`src/rtl/router_fsm_nch.sv`:
```
// router_fsm_nch: control FSM that steers one packet at a time from the input
// port to one of NUM_CH output FIFOs. It latches the header destination, gates
// FIFO writes through the load/full/parity states, drops packets with invalid
// addresses or an expired wait-till-empty, and honours per-channel soft reset.
module router_fsm_nch #(
    parameter int NUM_CH       = 3,
    parameter int ADDR_W       = 2,
    parameter int WAIT_TIMEOUT = 32
) (
    input  logic              clock,
    input  logic              resetn,
    input  logic              pkt_valid,
    input  logic [ADDR_W-1:0] data_in,
    input  logic              fifo_full,
    input  logic [NUM_CH-1:0] fifo_empty,
    input  logic              parity_done,
    input  logic              low_pkt_valid,
    input  logic [NUM_CH-1:0] soft_reset,
    output logic [ADDR_W-1:0] dest_sel,
    output logic              detect_add,
    output logic              lfd_state,
    output logic              ld_state,
    output logic              full_state,
    output logic              laf_state,
    output logic              rst_int_reg,
    output logic              drop_state,
    output logic              write_enb_reg,
    output logic              busy,
    output logic              timeout_err
);

    localparam int NADDR = 2 ** ADDR_W;
    localparam int CNT_W = $clog2(WAIT_TIMEOUT);

    typedef enum logic [3:0] {
        DECODE_ADDRESS,
        LOAD_FIRST_DATA,
        LOAD_DATA,
        LOAD_PARITY,
        FIFO_FULL_STATE,
        LOAD_AFTER_FULL,
        WAIT_TILL_EMPTY,
        CHECK_PARITY_ERROR,
        DROP_PACKET
    } state_t;

    state_t             state;
    state_t             nxt;
    logic [CNT_W-1:0]   wait_cnt;
    logic [NADDR-1:0]   empty_pad;
    logic [NADDR-1:0]   sreset_pad;
    logic               addr_ok;
    logic               wait_done;

    // Widen per-channel flags to the full address space so any address indexes safely
    always_comb begin
        empty_pad                = '0;
        empty_pad[NUM_CH-1:0]    = fifo_empty;
        sreset_pad               = '0;
        sreset_pad[NUM_CH-1:0]   = soft_reset;
        addr_ok   = ({1'b0, data_in} < (ADDR_W + 1)'(NUM_CH));
        wait_done = (wait_cnt == CNT_W'(WAIT_TIMEOUT - 1));
    end

    // Next-state selection: soft reset of the selected channel overrides the table
    always_comb begin
        nxt = DECODE_ADDRESS;
        case (state)
            DECODE_ADDRESS: begin
                if (!pkt_valid)              nxt = DECODE_ADDRESS;
                else if (!addr_ok)           nxt = DROP_PACKET;
                else if (empty_pad[data_in]) nxt = LOAD_FIRST_DATA;
                else                         nxt = WAIT_TILL_EMPTY;
            end
            WAIT_TILL_EMPTY: begin
                if (empty_pad[dest_sel]) nxt = LOAD_FIRST_DATA;
                else if (wait_done)      nxt = DROP_PACKET;
                else                     nxt = WAIT_TILL_EMPTY;
            end
            LOAD_FIRST_DATA: nxt = LOAD_DATA;
            LOAD_DATA: begin
                if (fifo_full)       nxt = FIFO_FULL_STATE;
                else if (!pkt_valid) nxt = LOAD_PARITY;
                else                 nxt = LOAD_DATA;
            end
            FIFO_FULL_STATE: nxt = fifo_full ? FIFO_FULL_STATE : LOAD_AFTER_FULL;
            LOAD_AFTER_FULL: begin
                if (parity_done)        nxt = DECODE_ADDRESS;
                else if (low_pkt_valid) nxt = LOAD_PARITY;
                else                    nxt = LOAD_DATA;
            end
            LOAD_PARITY:        nxt = CHECK_PARITY_ERROR;
            CHECK_PARITY_ERROR: nxt = fifo_full ? FIFO_FULL_STATE : DECODE_ADDRESS;
            DROP_PACKET:        nxt = pkt_valid ? DROP_PACKET : DECODE_ADDRESS;
            default:            nxt = DECODE_ADDRESS;
        endcase
        if (state != DECODE_ADDRESS && sreset_pad[dest_sel])
            nxt = DECODE_ADDRESS;
    end

    // State, destination latch, wait counter and registered output decodes
    always_ff @(posedge clock) begin
        if (!resetn) begin
            state         <= DECODE_ADDRESS;
            dest_sel      <= '0;
            wait_cnt      <= '0;
            timeout_err   <= 1'b0;
            detect_add    <= 1'b1;
            lfd_state     <= 1'b0;
            ld_state      <= 1'b0;
            full_state    <= 1'b0;
            laf_state     <= 1'b0;
            rst_int_reg   <= 1'b0;
            drop_state    <= 1'b0;
            write_enb_reg <= 1'b0;
            busy          <= 1'b0;
        end else begin
            state <= nxt;
            if (state == DECODE_ADDRESS && pkt_valid && addr_ok)
                dest_sel <= data_in;
            // Counter only runs across consecutive WAIT cycles; any exit clears it
            if (state == WAIT_TILL_EMPTY && nxt == WAIT_TILL_EMPTY)
                wait_cnt <= wait_cnt + 1'b1;
            else
                wait_cnt <= '0;
            timeout_err   <= (state == WAIT_TILL_EMPTY && nxt == DROP_PACKET);
            detect_add    <= (nxt == DECODE_ADDRESS);
            lfd_state     <= (nxt == LOAD_FIRST_DATA);
            ld_state      <= (nxt == LOAD_DATA);
            full_state    <= (nxt == FIFO_FULL_STATE);
            laf_state     <= (nxt == LOAD_AFTER_FULL);
            rst_int_reg   <= (nxt == CHECK_PARITY_ERROR);
            drop_state    <= (nxt == DROP_PACKET);
            write_enb_reg <= (nxt == LOAD_DATA || nxt == LOAD_PARITY ||
                              nxt == LOAD_AFTER_FULL);
            busy          <= !(nxt == DECODE_ADDRESS || nxt == LOAD_DATA ||
                               nxt == DROP_PACKET);
        end
    end

endmodule

```
`config.mk`:
```
export PLATFORM = sky130hd
export DESIGN_NAME = router_fsm_nch
export DESIGN_NICKNAME = d
export VERILOG_FILES = /design/src/rtl/router_fsm_nch.sv
export SDC_FILE = /design/constraint.sdc
export NUM_CORES = 1
export LEC_CHECK = 0
export ABC_AREA = 0
export BUFFER_PORTS_ARGS = -buffer_cell sky130_fd_sc_hd__buf_2
export CORE_MARGIN = 8
export CORE_UTILIZATION = 35
export CTS_BUF_LIST = sky130_fd_sc_hd__clkbuf_8
export DETAILED_ROUTE_END_ITERATION = 12
export PLACE_DENSITY = 0.67
export RECOVER_POWER = 50
export SLEW_MARGIN = 20
export SYNTH_ARGS = -nofsm -noshare
export SYNTH_HDL_FRONTEND = slang
export SYNTH_SLANG_ARGS = --single-unit
```
`constraint.sdc`:
```
create_clock -name clock -period 2.21 [get_ports clock]
set_clock_uncertainty 0.05 [all_clocks]
set_input_delay 0.442 -clock clock [delete_from_list [all_inputs] [get_ports clock]]
set_output_delay 0.442 -clock clock [all_outputs]
set_load 0.02 [all_outputs]
```
[Word level (Yosys, flattened, before mapping)]
Cells that the tools add are included.
Cells by class
  reductions and logical operators: 14
  equal/unequal tests: 17
  add/subtract/negate cells: 1
  $lt $le $gt $ge: 3
  muxes and demuxes: 20
Operator list (count)
  4-bit one-hot mux with 9 select lines: 1
  4-bit by 3-bit equality test with 1-bit output, second input constant: 8
  4-bit 2-to-1 mux: 6
  4-bit by 2-bit equality test with 1-bit output, second input constant: 4
  3-bit 2-to-1 mux: 3
  4-bit by 1-bit equality test with 1-bit output, second input constant: 2
  4-bit equality test, second input constant: 2
  4-bit zero test: 2
  1-bit binary-select mux with 2-bit select: 3
  2-bit by 3-bit less-than comparator with 1-bit output, second input constant: 2
  1-bit 2-to-1 mux: 6
  5-bit by 1-bit adder with 5-bit output, second input constant: 1
  5-bit equality test, second input constant: 1
  1-bit logical AND: 5
  1-bit logical OR: 4
  4-bit nonzero test: 1
  2-bit less-than comparator, second input constant: 1
  2-bit 2-to-1 mux: 1
  2-bit AND reduction: 1
  1-bit zero test: 1
Word-level totals
  output and inout port bits: 12
  word-level logic and storage cells: 68
  flip-flop bits (word level): 21

[Depth between registers and ports, before layout]
Gate-level depths: netlist (run 1).
  word-level depth: 11
  mapped depth: 7
  mapped depth without buffers: 7

[Worst setup path before layout (run 1)]
Ideal clock, no wire load.
  path type: input-to-reg
  start: input fifo_empty[0]
  end: register full_state
  arrival: 1.736 ns
  path buffers: 1
  cell stages on the path: 6
  slack: 0.325 ns
  library setup time: 0.100 ns
  cells stage by stage: nor2b_1 > or3_1 > a211o_1 > and3_4 > buf_6 > a2111oi_4
On the way
  cells in the longest elaborated chain, start to end: 8
  elaborated cells on any way between the ends: 11
  those cells by class: eq/ne (1); mux (10)
Ends and longest elaborated chain
  start, declared: RTL line 15  | input logic [NUM_CH-1:0] fifo_empty,
  1-bit binary-select mux with 2-bit select: RTL line 72  | else if (empty_pad[data_in]) nxt = LOAD_FIRST_DATA;
  1-bit 2-to-1 mux (implied by the code): RTL line 72
  3-bit 2-to-1 mux: RTL line 72
  4-bit 2-to-1 mux: RTL line 71  | else if (!addr_ok) nxt = DROP_PACKET;
  4-bit 2-to-1 mux: RTL line 70  | if (!pkt_valid) nxt = DECODE_ADDRESS;
  4-bit one-hot mux with 9 select lines *: RTL line 68  | case (state)
  4-bit 2-to-1 mux *: RTL line 97  | if (state != DECODE_ADDRESS && sreset_pad[dest_sel])
  4-bit by 3-bit equality test with 1-bit output *: RTL line 130  | full_state <= (nxt == FIFO_FULL_STATE);
  end signal, assigned: RTL line 130
  end, declared: RTL line 23  | output logic full_state,
Mark *: on every way between the ends. The rest lies on a longest branch, timed or not. The select of a mux whose other input is x is not followed.
A chain may end at the register's enable or synchronous reset.

[Worst setup path after layout (run 1)]
  start: register wait_cnt[0]
  end: register full_state
On the way
  cells in the longest elaborated chain, start to end: 6
Ends and longest elaborated chain
  start, declared: RTL line 49  | logic [CNT_W-1:0] wait_cnt;
  start signal, assigned: RTL line 123  | wait_cnt <= wait_cnt + 1'b1;
  5-bit equality test: RTL line 62  | wait_done = (wait_cnt == CNT_W'(WAIT_TIMEOUT - 1));
  4-bit 2-to-1 mux: RTL line 77  | else if (wait_done) nxt = DROP_PACKET;
  4-bit 2-to-1 mux: RTL line 76  | if (empty_pad[dest_sel]) nxt = LOAD_FIRST_DATA;
  4-bit one-hot mux with 9 select lines: RTL line 68
  4-bit 2-to-1 mux: RTL line 97
  4-bit by 3-bit equality test with 1-bit output: RTL line 130
Every way passes these cells.

==> results of run 1 <==
==> final cells by class <==
class	count	area, sq um
clock buffers	3	41.29
clock inverters	1	3.754
fillers	310	1750
inverters	4	15.01
multi-input cells	88	631.9
flip-flops and latches	21	420.4
well taps	44	55.05
repair buffers	25	110.1
==> cells in the final DEF (no fill, tap or decap), drive strengths merged, types with 2 or more instances in the layout <==
master,count
a21oi,2
clkbuf,15
inv,5
ha,2
nor3,3
a2111oi,2
or3,3
o21a,4
nand3b,2
nor4b,3
nand2b,4
nand2,4
o221a,2
nand4,2
a211oi,2
nor2,13
nor2b,2
nand3,2
dfxtp,21
mux2i,2
a22oi,2
o21ai,4
and3,6
and2,6
buf,13
==> final timing paths <==
| kind | from | end | slack [ns] | cells past startpoint |
|---|---|---|---|---|
| setup reg to reg | wait_cnt[0]$_SDFF_PN0_ | full_state$_SDFF_PN0_ | 0.27 | 6 |
| hold reg to reg | wait_cnt[0]$_SDFF_PN0_ | wait_cnt[0]$_SDFF_PN0_ | 0.40 | 1 |
| setup / recovery | wait_cnt[0]$_SDFF_PN0_ | full_state$_SDFF_PN0_ | 0.27 | 6 |
| hold / removal | wait_cnt[0]$_SDFF_PN0_ | wait_cnt[0]$_SDFF_PN0_ | 0.40 | 1 |
==> worst max-delay path, stage by stage, from the launching register on <==
cell and delay, ns:
dfxtp_1 0.35, ha_1 0.19, and3_1 0.17, ha_1 0.20
o22ai_2 0.15, or2_2 0.38, a2111oi_4 0.33
==> power groups by stage <==
stage	clock (mW)	combinational, mW	sequential (mW)
2_1_floorplan	0	0.516	0.559
3_3_place_gp	0	0.656	0.537
3_5_place_dp	0	0.664	0.539
4_1_cts	0.252	0.666	0.531
5_1_grt	0.263	0.720	0.545
6_report	0.244	0.646	0.531
==> per-stage QoR <==
| step | worst slack, ns | std cells |
|---|---|---|
| floorplan | 0.3247 | 119 |
| global placement | 0.2348 | 182 |
| detailed placement | 0.2146 | 182 |
| CTS | 0.2785 | 186 |
| global route | 0.1495 | 186 |
| finish | 0.2734 | 186 |
==> logic make-up (layout without fill, tap and decap cells) <==
logic type | after synthesis | after routing | share of synthesized area
buffers and inverters | 10 | 33 | 0.04539
AOI/OAI and AO/OA | 27 | 27 | 0.2202
muxes | 2 | 2 | 0.01816
and+or+nand+nor | 54 | 54 | 0.2872
xor gates and xnor gates | 2 | 2 | 0.01589
DFF | 21 | 21 | 0.3814
adders and majority gates | 3 | 3 | 0.03178
==> metal layers <==
metal / part of all wire / track usage
met5: 0 / 0
met1: 0.48 / 0.1067
met3: 0.044 / 0.02893
met4: 0.010 / 0.02721
met2: 0.47 / 0.1635
==> impl_metrics.py, run 1 <==
metrics = {
    "global_routing": {
        "grt_pass1_wl_um": 4015,
        "grt_max_degree": 12,
        "grt_overflow": 0,
        "grt_antenna_before_repair": 0,
        "grt_pass1_vias": 969,
        "grtUsageTotal": 0.09395,
    },
    "cts": {
        "cts_setup_buffers": 0,
        "clkTransAtPathRegs_ns": 0.07,
        "clockBufferDepth": 2,
        "cts_tree": "done",
        "cts_root_buf": "clkbuf_8",
        "numCtsBuffers": 3,
        "clock-sinks": 21,
        "clock_latency_ns": 0.26,
        "cts_resized": 0,
        "htree_levels": 1,
        "hold_buffers": 0,
    },
    "power": {
        "p_leak_nw": 0.5242,
        "clkPwrFrac": 0.172,
        "power.share.switching": 0.4110,
        "p_sw_uw": 584.4,
        "power_density_nw_per_um2": 1113,
        "power.internal_uw": 837.5,
        "combPwrFrac": 0.455,
        "ir_drop_mv": 0.5330,
        "power_mw": 1.422,
        "p_seq_frac": 0.374,
    },
    "synth": {
        "postSynthCellCount": 119,
        "synth.most_common_cell": "dfxtp_1",
        "synth_nets": 135,
        "synth_async_sr_flop_share": 0,
        "ys_warn_count": 0,
        "ys_seq_area_frac": 0.3814,
        "ys_seq_elements": 21,
        "yosysTopAreaCellShare": 0.3814,
        "synth_top_cell_by_area": "dfxtp_1",
        "synth_cell_type_count": 45,
        "yosys-top-cells-count": "dfxtp_1 (21), nor2_1 (13), and2_1 (6)",
        "synth_ff_type": "dfxtp_1",
        "syn_area_per_cell_sq_um": 9.263,
        "synthTopCellsByArea": "dfxtp_1 (38%), nor2_1 (4.4%), and2_1 (3.4%)",
        "synth.cell_area_sq_um": 1102,
        "synth_edf_count": 0,
    },
    "route": {
        "wirelength_um": 2378,
        "ant_nets": 0,
        "drtIter0Drc": 48,
        "drc": 0,
        "drtPass1Iterations": 4,
        "wl_per_cell_um": 12.78,
        "vias_per_cell": 4.946,
        "via_count": 920,
    },
    "placement": {
        "globalplace.congestion": 0.8008,
        "detailed_place_hpwl_um": 1882,
        "placed_area_sq_um": 1247,
        "port-buffer-count": 25,
    },
    "setup_path": {
        "critPathMaxFanout": 6,
        "worstPathArrival_ns": 2.05,
        "crit_required_ns": 2.33,
        "crit_type": "reg2reg",
        "worstSetupStartpointType": "register",
        "crit_path_end_kind": "register",
    },
    "floorplan": {
        "rows": 20,
        "die_h_um": 72.12,
        "die_area_sq_um": 5201,
        "io_pins": 26,
        "fp.dieW_um": 72.12,
        "core_sq_um": 3028,
        "floorplan.initialDensity": 0.3640,
    },
    "timing": {
        "maxClockFrequency_mhz": 516.4,
        "finalSetupViolCount": 0,
        "rsz0062_at_grt": "false",
        "final.setup.tns_ns": 0,
        "finalHoldViolCount": 0,
        "worst_slew_pin_slew_ns": 0.3672,
        "final.period_utilization": 0.8763,
        "max_slew_margin": 0.7489,
        "fin_crit_ns": 1.937,
        "whs_ns": 0.3997,
        "final_max_slew_viol_count": 0,
    },
    "finish": {
        "biggestRegsByFlops": "wait_cnt (5), state (4), dest_sel (2)",
        "area_delta_synth_final_pct": 15.89,
        "regMostFlops": "wait_cnt",
        "nNetsFinal": 159,
        "post_route_cells_drive_above_1_share": 0.1761,
        "largest_register_ffs": 5,
        "insertedDiodeCount": 0,
        "final_util": 0.4219,
        "design_area_sq_um": 1277,
    },
    "min_path": {
        "holdCritPathClass": "reg2reg",
    },
    "status": {
        "status": "complete, no violations",
    },
    "run": {
        "drv_cap": 0,
    },
}
No activity file was read; power rests on OpenSTA's default activity.
==> inputs of run 2 (changes only) <==
RECOVER_POWER = 100   (was 50)
clock period = 1.8 ns   (was 2.21 ns; I/O delays follow)
==> run 2 against run 1 <==
Die area unchanged; setup slack worse by 0.20 ns; fmax up 12%; cell area up 16%; global-route usage up 1.6 points; total power up 40%; sequential share of layout area down 3.6 points; flip-flop and latch count unchanged; first-iteration DRC count up 110%; wire length up 21%; critical endpoint unchanged; sequential power up 23%; critical path depth unchanged.
==> impl_metrics.py, run 2 (synthesis results as in run 1) <==
metrics = {
    "status": {
        "status": "complete, no violations",
    },
    "route": {
        "drtPass1Iterations": 4,
        "wl_per_cell_um": 14.33,
        "ant_nets": 0,
        "via_count": 1047,
        "vias_per_cell": 5.209,
        "wirelength_um": 2880,
        "drtIter0Drc": 101,
        "drc": 0,
    },
    "cts": {
        "clock-sinks": 21,
        "numCtsBuffers": 3,
        "cts_setup_buffers": 0,
        "clkTransAtPathRegs_ns": 0.07,
        "cts_tree": "done",
        "clock_latency_ns": 0.26,
        "clockBufferDepth": 2,
        "cts_root_buf": "clkbuf_8",
        "htree_levels": 1,
    },
    "timing": {
        "maxClockFrequency_mhz": 577.9,
        "rsz0062_at_grt": "true",
        "fin_crit_ns": 1.730,
        "finalHoldViolCount": 0,
        "worst_slew_pin_slew_ns": 0.3976,
        "final_max_slew_viol_count": 0,
        "max_slew_margin": 0.7340,
        "finalSetupViolCount": 0,
        "final.setup.tns_ns": 0,
        "final.period_utilization": 0.9613,
    },
    "power": {
        "power_mw": 1.997,
        "power_density_nw_per_um2": 1353,
        "power.share.switching": 0.4092,
        "p_sw_uw": 817.3,
        "p_leak_nw": 0.6049,
        "clkPwrFrac": 0.154,
        "power.internal_mw": 1.180,
        "p_seq_frac": 0.327,
        "ir_drop_mv": 0.4917,
        "combPwrFrac": 0.520,
    },
    "floorplan": {
        "floorplan.initialDensity": 0.3640,
        "io_pins": 26,
        "fp.dieW_um": 72.12,
        "rows": 20,
        "die_h_um": 72.12,
        "core_sq_um": 3028,
        "die_area_sq_um": 5201,
    },
    "global_routing": {
        "grtUsageTotal": 0.1102,
        "grt_max_degree": 12,
        "grt_overflow": 0,
        "grt_antenna_before_repair": 0,
        "grt_pass1_vias": 1040,
        "grt_pass1_wl_um": 4623,
    },
    "finish": {
        "post_route_cells_drive_above_1_share": 0.3822,
        "fin_cells": 201,
        "mostFrequentLayoutCells": "dfxtp_1 (15), buf_4 (15), buf_2 (14), nor2_1 (13), clkbuf_1 (11)",
        "nNetsFinal": 174,
        "design_area_sq_um": 1476,
        "regMostFlops": "wait_cnt",
        "insertedDiodeCount": 0,
        "final_util": 0.4876,
        "largest_register_ffs": 5,
        "biggestRegsByFlops": "wait_cnt (5), state (4), dest_sel (2)",
        "area_delta_synth_final_pct": 33.94,
    },
    "setup_path": {
        "worstSetupStartpointType": "register",
        "crit_required_ns": 1.92,
        "r2r_slack_ns": 0.07,
        "critPathMaxFanout": 5,
        "crit_type": "reg2reg",
        "slowest_delay_ns": 0.34,
        "r2r_cells": 6,
        "worstPathArrival_ns": 1.85,
        "crit_chain": "ha_2 > and3_4 > ha_4 > o22ai_4 > or2_4 > a2111oi_4",
        "crit_path_end_kind": "register",
        "slowest_stage": "dfxtp_2",
    },
    "min_path": {
        "min_path_cells": 2,
        "holdCritPathClass": "in2reg",
    },
    "placement": {
        "detailed_place_hpwl_um": 2130,
        "globalplace.congestion": 0.8070,
        "port-buffer-count": 25,
        "placed_area_sq_um": 1363,
        "dpl.cell_count": 197,
    },
    "run": {
        "drv_cap": 0,
    },
}
## run 2: cell count changes in the layout (fill, tap and decap cells not counted), moves of 2 or more
cell / previous run / this run
dfxtp_2: 0 / 4
o21ai_0: 4 / 2
dfxtp_1: 21 / 15
and3_1: 5 / 3
buf_4: 0 / 15
and3_4: 1 / 3
ha_1: 2 / 0
dfxtp_4: 0 / 2
## run 2: power by group through the flow
stage                     combinational [mW]  sequential, mW  clock [mW]
after CTS                              0.987           0.641       0.308
after floorplan                        0.637           0.689           0
after global placement                 0.942           0.649           0
final                                   1.04           0.652       0.307
after detailed placement               0.966           0.650           0
after global routing                    1.12           0.664       0.328
## run 2: cell type report
class                           instances  area (sq um)
Multi-Input combinational cell         88         704.4
Sequential cell                        21         432.9
Fill cell                             293          1551
Timing Repair Buffer                   40         224.0
Clock inverter                          1         3.754
Inverter                                4         15.01
Clock buffer                            3         41.29
Tap cell                               44         55.05
## run 2: final timing paths
kind / start / to
worst max-delay path: wait_cnt[0]$_SDFF_PN0_ / full_state$_SDFF_PN0_
worst min-delay path: resetn / dest_sel[0]$_SDFFE_PN0P_
worst max register to register: wait_cnt[0]$_SDFF_PN0_ / full_state$_SDFF_PN0_
worst min register to register: wait_cnt[0]$_SDFF_PN0_ / wait_cnt[0]$_SDFF_PN0_
## run 2: metal layers
metal	vias up	wire, um	global-route usage	share of wire
met2	32	1421	0.1805	0.49
li1	513	-	-	-
met3	6	205	0.03581	0.071
met4	0	71	0.07937	0.025
met1	496	1181	0.1163	0.41
met5	-	0	0	0
## run 2: critical path, delay by kind of cell, from the launching register on
family	cells	cell delay [ns]
simple gates	2	0.49
flops	1	0.34
compound gates	2	0.42
fa+ha+maj	2	0.33
## run 2: stage by stage
step           hold slack, ns  setup WS [ns]
6_report               0.3901        0.06959
2_1_floorplan          0.3675       0.004369
5_1_grt                0.3897       -0.02996
4_1_cts                0.3821        0.01150
3_5_place_dp           0.4599       -0.09695
3_3_place_gp           0.4414       -0.07399
## run 2: what timing repair did
item                                    4_1_cts  5_1_grt
hold buffers                                  0        0
gates resized for setup                       5       19
endpoints found under the setup margin        7        8
pin swaps                                     0        2
hold endpoints to repair                      0        0
